$ cat src/rtl/axis_fir_decimator_if.sv
// Ready/valid stream bundle for the decimated sample output.
// master drives tdata/tvalid and samples tready; slave is the reverse.
interface axis_fir_decimator_if #(
  parameter int W = 32
) ();
  logic signed [W-1:0] tdata;
  logic                tvalid;
  logic                tready;

  modport master (
    output tdata,
    output tvalid,
    input  tready
  );

  modport slave (
    input  tdata,
    input  tvalid,
    output tready
  );
endinterface

$ cat src/rtl/axis_fir_decimator.sv
// Decimates the FIR sample stream by N, rounds/shifts, saturates, and
// queues into a 2-entry buffer on M_AXIS; sticky overrun on a full drop.
// Ports: a_clk, a_rst (sync, high), next_dv, deci_n, S_AXIS_tdata,
// S_AXIS_tvalid, M_AXIS (master), overrun, clr_overrun.
module axis_fir_decimator #(
  parameter int SAXIS_TDATA_WIDTH = 32,
  parameter int MAXIS_TDATA_WIDTH = 32,
  parameter int DECI_L            = 8,
  parameter int SHIFT             = 0
) (
  input  logic                                a_clk,
  input  logic                                a_rst,
  input  logic                                next_dv,
  input  logic [DECI_L-1:0]                   deci_n,
  input  logic signed [SAXIS_TDATA_WIDTH-1:0] S_AXIS_tdata,
  input  logic                                S_AXIS_tvalid,
  axis_fir_decimator_if.master                M_AXIS,
  output logic                                overrun,
  input  logic                                clr_overrun
);

  localparam int SW = SAXIS_TDATA_WIDTH;
  localparam int MW = MAXIS_TDATA_WIDTH;
  localparam int XW = SW + 1;

  // 1 << (SHIFT-1), or 0 when no shift
  localparam logic [XW:0] RND_W =
    ({{XW{1'b0}}, 1'b1} << SHIFT) >> 1;
  localparam logic signed [XW-1:0] RND =
    RND_W[XW-1:0];

  localparam logic signed [XW-1:0] SAT_MAX =
    {{(XW-MW+1){1'b0}}, {(MW-1){1'b1}}};
  localparam logic signed [XW-1:0] SAT_MIN =
    {{(XW-MW+1){1'b1}}, {(MW-1){1'b0}}};

  // phase counter
  logic [DECI_L-1:0] phase;
  logic [DECI_L-1:0] n_lat;
  logic [DECI_L-1:0] n_in;
  logic [DECI_L-1:0] n_cur;
  logic [DECI_L:0]   phase_inc;
  logic              strobe;
  logic              capture;
  logic              wrap;

  assign strobe    = next_dv & S_AXIS_tvalid;
  assign capture   = strobe & (phase == '0);
  assign n_in      = (deci_n == '0) ? DECI_L'(1) : deci_n;
  // N is only re-latched at phase 0
  assign n_cur     = (phase == '0) ? n_in : n_lat;
  assign phase_inc = {1'b0, phase} + 1'b1;
  assign wrap      = (phase_inc == {1'b0, n_cur});

  always_ff @(posedge a_clk) begin
    if (a_rst) begin
      phase <= '0;
      n_lat <= DECI_L'(1);
    end else if (!S_AXIS_tvalid) begin
      phase <= '0;
    end else if (strobe) begin
      if (phase == '0)
        n_lat <= n_in;
      phase <= wrap ? '0 : phase_inc[DECI_L-1:0];
    end
  end

  // stage 1: round half up, arithmetic shift
  logic signed [XW-1:0] x_ext;
  logic signed [XW-1:0] x_sum;
  logic signed [XW-1:0] s1_data;
  logic                 s1_valid;

  assign x_ext = {S_AXIS_tdata[SW-1], S_AXIS_tdata};
  assign x_sum = x_ext + RND;

  // stage 2: saturate to output width
  logic signed [MW-1:0] sat;
  logic signed [MW-1:0] s2_data;
  logic                 s2_valid;

  always_comb begin
    sat = s1_data[MW-1:0];
    if (s1_data > SAT_MAX)
      sat = SAT_MAX[MW-1:0];
    else if (s1_data < SAT_MIN)
      sat = SAT_MIN[MW-1:0];
  end

  always_ff @(posedge a_clk) begin
    if (a_rst) begin
      s1_valid <= 1'b0;
      s1_data  <= '0;
      s2_valid <= 1'b0;
      s2_data  <= '0;
    end else begin
      s1_valid <= capture;
      if (capture)
        s1_data <= x_sum >>> SHIFT;
      s2_valid <= s1_valid;
      if (s1_valid)
        s2_data <= sat;
    end
  end

  // 2-entry output buffer
  logic signed [MW-1:0] mem [2];
  logic                 rd_ptr;
  logic                 wr_ptr;
  logic [1:0]           count;
  logic                 push;
  logic                 pop;
  logic                 full;
  logic                 accept;
  logic                 drop;

  assign push   = s2_valid;
  assign pop    = M_AXIS.tvalid & M_AXIS.tready;
  assign full   = (count == 2'd2);
  // a pop frees the slot the push lands in
  assign accept = push & (~full | pop);
  assign drop   = push & full & ~pop;

  always_ff @(posedge a_clk) begin
    if (a_rst) begin
      mem     <= '{default: '0};
      rd_ptr  <= 1'b0;
      wr_ptr  <= 1'b0;
      count   <= 2'd0;
      overrun <= 1'b0;
    end else begin
      if (accept) begin
        mem[wr_ptr] <= s2_data;
        wr_ptr      <= ~wr_ptr;
      end
      if (pop)
        rd_ptr <= ~rd_ptr;
      unique case ({accept, pop})
        2'b10:   count <= count + 2'd1;
        2'b01:   count <= count - 2'd1;
        default: count <= count;
      endcase
      if (drop)
        overrun <= 1'b1;
      else if (clr_overrun)
        overrun <= 1'b0;
    end
  end

  assign M_AXIS.tvalid = (count != 2'd0);
  assign M_AXIS.tdata  = mem[rd_ptr];

endmodule
$ cat src/flat_wrapper.sv
// flat-port wrapper written by rule: the top's interface ports become plain ports
module axis_fir_decimator_flat 
#(
  parameter int SAXIS_TDATA_WIDTH = 32,
  parameter int MAXIS_TDATA_WIDTH = 32,
  parameter int DECI_L            = 8,
  parameter int SHIFT             = 0
)
  (a_clk, a_rst, next_dv, deci_n, S_AXIS_tdata, S_AXIS_tvalid, overrun, clr_overrun, M_AXIS_tdata, M_AXIS_tvalid, M_AXIS_tready);
  axis_fir_decimator_if M_AXIS_i ();
  input  logic a_clk;
  input  logic a_rst;
  input  logic next_dv;
  input  logic [DECI_L-1:0] deci_n;
  input  logic signed [SAXIS_TDATA_WIDTH-1:0] S_AXIS_tdata;
  input  logic S_AXIS_tvalid;
  output logic overrun;
  input  logic clr_overrun;
  output wire logic [$bits(M_AXIS_i.tdata)-1:0] M_AXIS_tdata;
  output wire logic [$bits(M_AXIS_i.tvalid)-1:0] M_AXIS_tvalid;
  input wire logic [$bits(M_AXIS_i.tready)-1:0] M_AXIS_tready;
  assign M_AXIS_tdata = M_AXIS_i.tdata;
  assign M_AXIS_tvalid = M_AXIS_i.tvalid;
  assign M_AXIS_i.tready = M_AXIS_tready;
  axis_fir_decimator #(.SAXIS_TDATA_WIDTH(SAXIS_TDATA_WIDTH), .MAXIS_TDATA_WIDTH(MAXIS_TDATA_WIDTH), .DECI_L(DECI_L), .SHIFT(SHIFT)) u_core (.a_clk(a_clk), .a_rst(a_rst), .next_dv(next_dv), .deci_n(deci_n), .S_AXIS_tdata(S_AXIS_tdata), .S_AXIS_tvalid(S_AXIS_tvalid), .M_AXIS(M_AXIS_i), .overrun(overrun), .clr_overrun(clr_overrun));
endmodule
$ cat config.mk
export PLATFORM = sky130hd
export DESIGN_NAME = axis_fir_decimator_flat
export DESIGN_NICKNAME = d
export VERILOG_FILES = /design/src/rtl/axis_fir_decimator_if.sv /design/src/rtl/axis_fir_decimator.sv /design/src/flat_wrapper.sv
export SDC_FILE = /design/constraint.sdc
export NUM_CORES = 1
export LEC_CHECK = 0
export CAP_MARGIN = 20
export CORE_ASPECT_RATIO = 0.6
export CORE_MARGIN = 4
export CORE_UTILIZATION = 50
export DETAILED_ROUTE_END_ITERATION = 10
export GPL_TIMING_DRIVEN = 0
export PLACE_DENSITY = 0.86
export SLEW_MARGIN = 10
export SYNTH_ARGS = -nofsm -noshare
export SYNTH_HDL_FRONTEND = slang
export SYNTH_SLANG_ARGS = --single-unit
$ cat constraint.sdc
create_clock -name a_clk -period 2.35 [get_ports a_clk]
set_input_delay 0.705 -clock a_clk [delete_from_list [all_inputs] [get_ports a_clk]]
set_output_delay 0.705 -clock a_clk [all_outputs]
set_load 0.05 [all_outputs]
==> results.md <==
- Yosys warnings: 0
- Crit Path Class: flop to flop
- WL final: 16.6 mm
- Comb pwr share: 16.6%
- Clk buf depth: 2
- Global-route wire length before repair: 26.3 mm
- Internal power: 4.68 mW
- Worst vdd rail ir drop: 532 µV
- Initial DRT Pass Iterations: 5
- Vias in the first global route: 5224
- Async S/R FF share, synth: 0%
- DP Cell Count: 976
- Largest net degree at the start of global routing: 17
- Rows: 31
- Wirelength per Cell: 16.4 µm
- Die Area: 14300 µm²
- Tmin final: 2.39 ns
- Slew @ Worst Pin: 0.841 ns
- Static Leakage: 2.88 nW
- Layout net count: 882
- Simple-gate share of the synthesized area: 20.8%
- Failing checks: negative setup slack
- Top_reg_cell synth: dfxtp_1
- Synth area leaders: dfxtp_1 (49%), nand2_1 (13%), a21oi_1 (9.0%)
- Flop pwr share: 42.9%
- Clock sinks: 151
- Adder-Cell Fraction of Synth Area: 0.604%
- Initial Util: 51.3%
- Sequential-to-total area share from yosys stat: 48.7%
- Critical path peak fanout: 8
- Initial antenna violation count: 0
- Worst EP arrival: 2.69 ns
- Die width: 152 µm
- Post-Synthesis Net Count: 782
- Clock Pin Slew Worst Setup and Hold Paths: 0.06 ns
- Post-synth EDFFs: 0
- Net switching power: 1.69 mW
- IO Pins: 80
- PnR worst setup slack: -0.0424 ns
- Latest clock arrival within the worst-skew pair: 0.42 ns
- #FFs+latches synth: 151
- WP data required: 2.65 ns
- GRT Total Usage: 23.0%
- Unrepaired setup endpoints after global routing: true
- Max-Slew Margin vs Limit: 43.9%
- Area leader, netlist: dfxtp_1
- Clock power share: 40.5%
- Mapped Avg Cell Area: 8.48 µm²
- Post-synthesis compound-gate area fraction: 12.4%
- Setup crit end kind: flop
- Clk_skew: 0.00750 ns
- Post-synthesis xor/xnor area fraction: 1.69%
- DR vias: 5501
- Min Hold Slack: 0.454 ns
- DIE HEIGHT: 94.4 µm
- Post-CTS Hold Buffers: 0
- Placer Congestion: 0.920
- Post-synthesis mux area share: 11.9%
- DRT antenna net count: 0
- Placeable Area: 12100 µm²
- Drc violations: 0
- Max Cap Viol: 0
- Global route overflow: 0
- Fin cells: 1010
- First DRT Iteration DRCs: 448
- CTS tree: done
- CTS root buf: clkbuf_16
- Status: finished with violations
- Area growth from synthesis to layout: 24.8%
- Yosys top cell area share: 48.7%
- Htree depth: 4
- Max Freq: 418 MHz
- Yosys cell types: 51
- Cell Area, Synth: 6210 µm²
- Fin. Hold Viols: 0
- IO Port Bufs: 78
- Sw frac: 26.6%
- Final period util: 102%
- Max Slew Vio Count: 0
- Cells after Synth: 733
- Post-detail-place hpwl: 11.2 mm
- CP startpoint kind: flop
- CTS buffer count: 17
- Share of cells above drive strength 1: 17.8%
- Diode count: 0
- Largest family of logic cells by synthesized area: simple AND/OR/NAND/NOR gates
- Setup TNS: -0.145 ns
- Pwr dens: 822 nW/µm²
- Vias per cell: 5.45
- HP Class: flop to flop
- Final setup viols: 5
critical path, cell delays in order (launching register included):
cell      delay [ns]
dfxtp_4         0.35
inv_4           0.06
ha_4            0.12
or4b_4          0.56
nor2_8          0.14
mux2i_4         0.30
mux2_4          0.37
a21boi_4        0.25
a211oi_2        0.11
final timing paths:
path                                 startpoint              end  slack [ns]  cells past startpoint
worst max-delay path            u_core.phase[0]  u_core.phase[5]       -0.04                      8
worst max register to register  u_core.phase[0]  u_core.phase[5]       -0.04                      8
worst min register to register   u_core.mem[10]   u_core.mem[10]        0.45                      2
worst min-delay path             u_core.mem[10]   u_core.mem[10]        0.45                      2
per-layer routing:
| layer | vias up | track usage (%) | part of all wire (%) |
|---|---|---|---|
| li1 | 2647 | - | - |
| met1 | 2607 | 32.3 | 47 |
| met2 | 221 | 34.7 | 43 |
| met3 | 26 | 6.91 | 8.7 |
| met4 | 0 | 6.13 | 1.5 |
| met5 | - | 0 | 0 |
synthesized netlist by cell type (all sizes together) (4+ instances only):
cell type  count
nand3         12
and3           4
buf           11
nand2        219
nor2          46
inv            4
mux2          33
mux2i         35
o21ai         11
a21oi        112
xnor2          6
nor3           4
clkbuf        39
a211oi         6
dfxtp        151
xor2           6
kinds of logic (layout without fill, tap and decap cells):
group           after synthesis  after routing
flops                       151            151
compound gates              138            138
simple gates                307            307
fa+ha+maj                     3              3
buf+inv                      54            166
xor+xnor                     12             12
mux                          68             68
sequential cells by signal, summed over array words and instances (netlist names), 2 cells and up:
| name | flops |
|---|---|
| u_core.s2_data | 32 |
| u_core.phase | 8 |
| u_core.mem | 64 |
| u_core.s1_data | 32 |
| u_core.count | 2 |
| u_core.n_lat | 8 |
layout by cell type, fill, tap and decap left out, types with 3 or more instances in the layout:
cell type,count
and3_1,3
a21oi_1,112
buf_6,4
buf_4,5
a211oi_2,5
o21ai_0,3
o21ai_1,7
clkdlybuf4s50_1,45
xnor2_1,6
clkbuf_4,3
mux2_2,32
clkbuf_16,17
clkbuf_1,24
nor2_1,45
xor2_1,6
buf_2,32
clkinv_2,3
mux2i_1,32
clkbuf_8,8
dfxtp_1,148
nand3_1,12
nand2_1,219
clkbuf_2,13
and2_1,3
final cells by class:
class,count,area (µm²)
tap,165,206
sequential,151,3030
buffer,48,263
clock buffer,25,526
clock inverter,6,38.8
inverter,4,17.5
timing repair buffer,83,669
multi-input combinational,528,3000
fill,997,4350
timing repair:
| action | 4_1_cts | 5_1_grt |
|---|---|---|
| pin swaps | 5 | 4 |
| resized for setup | 174 | 34 |
| setup endpoints to repair | 141 | 79 |
| buffers inserted | 4 | 1 |
power groups by stage:
stage / clock, mW / sequential (mW) / combinational, mW
after floorplan: 0 / 2.76 / 0.667
after global placement: 0 / 2.77 / 0.908
after detailed placement: 0 / 2.78 / 0.927
after CTS: 2.58 / 2.73 / 0.989
after global routing: 2.71 / 2.74 / 1.13
final: 2.58 / 2.73 / 1.06
stage by stage:
step	util [%]	setup slack (ns)	power [mW]	cell area, µm²
2_1_floorplan	-	0.00247	3.42	6220
3_3_place_gp	59.6	-0.618	3.68	7210
3_5_place_dp	59.6	-0.653	3.70	7210
4_1_cts	63.8	-0.195	6.30	7720
5_1_grt	64.1	-0.124	6.58	7760
6_report	64.1	-0.0424	6.37	7760
(Power assumes the default switching activity.)
